## config.mk

```make
export PLATFORM = sky130hd
export DESIGN_NAME = ttl_bus_sequencer
export DESIGN_NICKNAME = d
export VERILOG_FILES = /design/src/rtl/ttl_bus_sequencer.sv
export SDC_FILE = /design/constraint.sdc
export NUM_CORES = 1
export LEC_CHECK = 0
export ABC_AREA = 1
export CORE_MARGIN = 2
export CORE_UTILIZATION = 45
export DETAILED_ROUTE_END_ITERATION = 8
export HOLD_SLACK_MARGIN = 0.12
export PLACE_DENSITY = 0.76
export SLEW_MARGIN = 30
export SYNTH_ARGS = -nofsm -noshare
export SYNTH_HDL_FRONTEND = slang
export SYNTH_SLANG_ARGS = --single-unit
```

## constraint.sdc

```tcl
create_clock -name CLK -period 5.7 [get_ports CLK]
set_input_delay 1.14 -clock CLK [delete_from_list [all_inputs] [get_ports CLK]]
set_output_delay 1.14 -clock CLK [all_outputs]
set_load 0.005 [all_outputs]
```

## src/rtl/ttl_bus_sequencer.sv

```systemverilog
// Round-robin transfer sequencer for a shared tri-state bus of octal D registers.
// Each granted transfer drives one source OE_bar low for DRIVE and LATCH and
// pulses the destination capture clock in LATCH. A TURN cycle with every
// output enable high always separates two bus drivers.
module ttl_bus_sequencer #(
  parameter int N_REG = 4,
  parameter int N_REQ = 3,
  localparam int SELW = (N_REG > 1) ? $clog2(N_REG) : 1
) (
  input  logic                   CLK,
  input  logic                   RST,
  input  logic [N_REQ-1:0]       req_valid,
  input  logic [N_REQ*SELW-1:0]  req_src,
  input  logic [N_REQ*SELW-1:0]  req_dst,
  output logic [N_REQ-1:0]       ack,
  output logic [N_REQ-1:0]       err,
  output logic [N_REG-1:0]       OE_bar,
  output logic [N_REG-1:0]       LD_CLK,
  output logic                   bus_busy
);

  localparam int PTRW = (N_REQ > 1) ? $clog2(N_REQ) : 1;

  typedef enum logic [1:0] {IDLE, DRIVE, LATCH, TURN} state_t;

  state_t            state, state_nxt;
  logic [PTRW-1:0]   ptr, ptr_nxt;
  logic [PTRW-1:0]   gnt_idx, gnt_q;
  logic              gnt_found;
  logic [SELW-1:0]   win_src, win_dst, src_q, dst_q, src_nxt;
  logic              win_bad, arb, grant_ok, reject;
  logic [N_REG-1:0]  oe_nxt, ld_nxt;
  logic [N_REQ-1:0]  ack_nxt, err_nxt;
  logic              busy_nxt;

  // Round-robin scan: lowest rotation offset from the pointer with a valid request wins.
  always_comb begin
    gnt_found = 1'b0;
    gnt_idx   = '0;
    for (int unsigned k = 0; k < N_REQ; k++) begin
      for (int unsigned i = 0; i < N_REQ; i++) begin
        if (!gnt_found && req_valid[i] &&
            (((32'(ptr) + k) % 32'(N_REQ)) == i)) begin
          gnt_found = 1'b1;
          gnt_idx   = PTRW'(i);
        end
      end
    end
    win_src = req_src[32'(gnt_idx)*SELW +: SELW];
    win_dst = req_dst[32'(gnt_idx)*SELW +: SELW];
    win_bad = (32'(win_src) >= 32'(N_REG)) || (32'(win_dst) >= 32'(N_REG));
  end

  // State register: FSM state, pointer, latched grant and registered outputs.
  always_ff @(posedge CLK) begin
    if (RST) begin
      state    <= IDLE;
      ptr      <= '0;
      gnt_q    <= '0;
      src_q    <= '0;
      dst_q    <= '0;
      OE_bar   <= '1;
      LD_CLK   <= '0;
      ack      <= '0;
      err      <= '0;
      bus_busy <= 1'b0;
    end else begin
      state    <= state_nxt;
      ptr      <= ptr_nxt;
      if (grant_ok) begin
        gnt_q <= gnt_idx;
        src_q <= win_src;
        dst_q <= win_dst;
      end
      OE_bar   <= oe_nxt;
      LD_CLK   <= ld_nxt;
      ack      <= ack_nxt;
      err      <= err_nxt;
      bus_busy <= busy_nxt;
    end
  end

  // Next-state logic: arbitration only in IDLE and TURN, rejects fall back to IDLE.
  always_comb begin
    arb       = ((state == IDLE) || (state == TURN)) && gnt_found;
    grant_ok  = arb && !win_bad;
    reject    = arb && win_bad;
    ptr_nxt   = arb ? PTRW'((32'(gnt_idx) + 32'd1) % 32'(N_REQ)) : ptr;
    src_nxt   = grant_ok ? win_src : src_q;
    state_nxt = state;
    case (state)
      IDLE:    state_nxt = grant_ok ? DRIVE : IDLE;
      DRIVE:   state_nxt = LATCH;
      LATCH:   state_nxt = TURN;
      TURN:    state_nxt = grant_ok ? DRIVE : IDLE;
      default: state_nxt = IDLE;
    endcase
  end

  // Output decode from the next state so every output is a plain flop that
  // lines up with the state it describes (DRIVE/LATCH/TURN cycle itself).
  always_comb begin
    oe_nxt   = '1;
    ld_nxt   = '0;
    ack_nxt  = '0;
    err_nxt  = '0;
    busy_nxt = (state_nxt != IDLE);
    if (reject) err_nxt[gnt_idx] = 1'b1;
    if ((state_nxt == DRIVE) || (state_nxt == LATCH)) oe_nxt[src_nxt] = 1'b0;
    if (state_nxt == LATCH) begin
      ld_nxt[dst_q] = 1'b1;
      ack_nxt[gnt_q] = 1'b1;
    end
  end

endmodule

```

==> results.cfg <==
[status]
status = complete, no violations

[drt]
drtPass1Iterations = 6
drt-initial-drc-count = 22
viasPerCell = 4.879
vias = 1005
drc = 0
wl_per_cell_um = 10.29
ant_nets = 0
routed_wl_um = 2119

[sta]
rsz0062_at_grt = no
period_share_pct = 51.86
fin_crit_ns = 2.956
setup_tns_ns = 0
hold_ws_ns = 0.4756
final_max_slew_viol_count = 0
hold_viol_final = 0
max_freq_mhz = 338.3
setup_viol = 0
clock_skew_ns = 0.004588

[yosys]
synthCells = 146
yosys_warnings = 0
ys_ff_latch = 22
synth-seq-area-share_pct = 39.60
synth_area_mm2 = 0.001112
syn_avg_cell_area_um2 = 7.619
synth.distinct_cells = 23

[cells_and_area]
nets = 201
diodes = 0
area_delta_synth_final_pct = 29.47
stdcell_count = 206
post-route-util_pct = 59.76
drive_gt1_share_pct = 13.07

[flow_run]
timing.max_cap.violations = 0

[global_route]
grt_pass1_vias = 896
antenna_found_initial = 0
grtUsageTotal_pct = 17.09
grt.overflow.total = 0
grt_max_degree = 15
grt_first_pass_wirelength_um = 3581

[clock_network]
clk_latency_ns = 0.30
cts_sinks = 22
cts_buffer_depth = 2
cts_buffers = 3
cts.clk_slew.worst_paths_ns = 0.11
cts_resized = 0
cts_root_buf = clkbuf_4
holdBufCountCts = 0
postCtsSetupRepairBufs = 0
h-tree-depth = 1
cts_tree = yes

[worst_setup_path]
worstPathArrival_ns = 3.14
worstSetupPathType = in -> reg
startpoint_type = input port
rrSetupSlack_ns = 3.38
crit_fanout = 14
crit_path_end_kind = flop
required_ns = 5.89

[die]
die_area_mm2 = 0.002885
die_h_um = 53.72
rows = 18
start_util_pct = 46.16
die_x_um = 53.72
core_region_area_mm2 = 0.002410
ios = 32

[power_and_ir_drop]
power_leakage_nw = 0.6555
power.density_mw_per_mm2 = 511.7
ir_worst_vdd_mv = 0.2959

[place]
dp.final_hpwl_um = 1736
gp_congestion = 0.8751
port_buffers = 28
placedCellCount = 202

[hold_path]
holdCritPathClass = reg -> reg
-- area by class of cell --
class / count / area (um2)
clock buffer: 4 / 36.28
tap: 30 / 37.54
timing repair buffer: 28 / 280.3
inverter: 18 / 67.56
sequential: 22 / 440.4
fill: 201 / 969.7
multi-input combinational: 104 / 578.1
-- worst max-delay path: stages --
cell	delay, ns
clkdlybuf4s50_1	0.56
nand2_1	0.11
nand2_2	0.08
inv_2	0.05
nand2_2	0.07
nor2_4	0.05
nand3_2	0.06
a21oi_2	0.05
nor2_4	0.27
o21bai_2	0.10
ha_1	0.28
inv_1	0.03
nor2_1	0.18
nand3_1	0.10
-- state kept, by name, indices dropped and copies added (netlist names) --
register / cells
LD_CLK: 4
OE_bar: 4
src_q: 2
ack: 3
bus_busy: 1
ptr: 2
state: 2
dst_q: 2
gnt_q: 2
-- path summary, 6_finish.rpt --
path | start | to | depth (start not counted)
setup reg to reg | ptr[0] | OE_bar[2] | 15
hold / removal | gnt_q[0] | ack[0] | 1
hold reg to reg | gnt_q[0] | ack[0] | 1
setup / recovery | req_valid[0] | OE_bar[2] | 14
-- synthesized netlist by cell type --
cell	number	area, um2
conb_1	1	3.750
buf_6	1	11.26
nor3_1	6	30.03
buf_4	3	22.52
nor2_2	1	6.260
inv_1	15	56.30
o21ai_1	6	30.03
or2_0	1	6.260
nand2_2	6	37.54
nand3_2	2	20.02
inv_2	3	11.26
a21oi_1	8	40.04
o21bai_2	1	11.26
nand4_1	2	12.51
o21ai_2	2	17.52
ha_1	7	87.58
nand3_1	13	65.06
or2_1	1	6.260
dfxtp_1	22	440.4
a21oi_2	1	8.760
nor2_4	3	33.78
nor2_1	10	37.54
nand2_1	31	116.4
-- stage by stage --
stage               total power [mW]  setup slack, ns  instance area (um2)
floorplan                     0.5621            3.144                 1120
global placement              0.6461            2.487                 1404
detailed placement            0.6572            2.426                 1404
CTS                           0.7434            2.748                 1440
global route                  0.8217            2.559                 1440
finish                        0.7369            2.744                 1440
-- report_power, final --
| part | total (mW) | internal [mW] | switching [mW] |
|---|---|---|---|
| Clock | 0.0820 | 0.0389 | 0.0431 |
| Combinational | 0.433 | 0.170 | 0.262 |
| Sequential | 0.222 | 0.199 | 0.0228 |
-- placed cells by master, fill, tap and decap left out, drive strengths merged --
cell            n
a21oi           9
nand3          15
o21ai           8
dfxtp          22
nand2          37
o21bai          1
nor3            6
ha              7
conb            3
nor2           14
inv            18
clkdlybuf4s50  28
or2             2
nand4           2
clkbuf          4
-- metal layers --
metal | wire length (um) | GRT usage, % | up-vias | part of all wire (%)
met5 | 0 | 0 | - | 0
met4 | 15 | 5.128 | 0 | 0.71
li1 | - | - | 526 | -
met1 | 946 | 20.14 | 446 | 45
met2 | 1026 | 29.47 | 31 | 48
met3 | 131 | 5.278 | 2 | 6.2
-- cell families after synthesis --
group | synth area share, %
flip-flops | 39.59
AND/OR/NAND/NOR | 33.41
adder cells (fa/ha/maj) | 7.874
other | 0.3371
buffers and inverters | 9.111
AO/OA/AOI/OAI | 9.674
No activity file was read; power rests on OpenSTA's default activity.
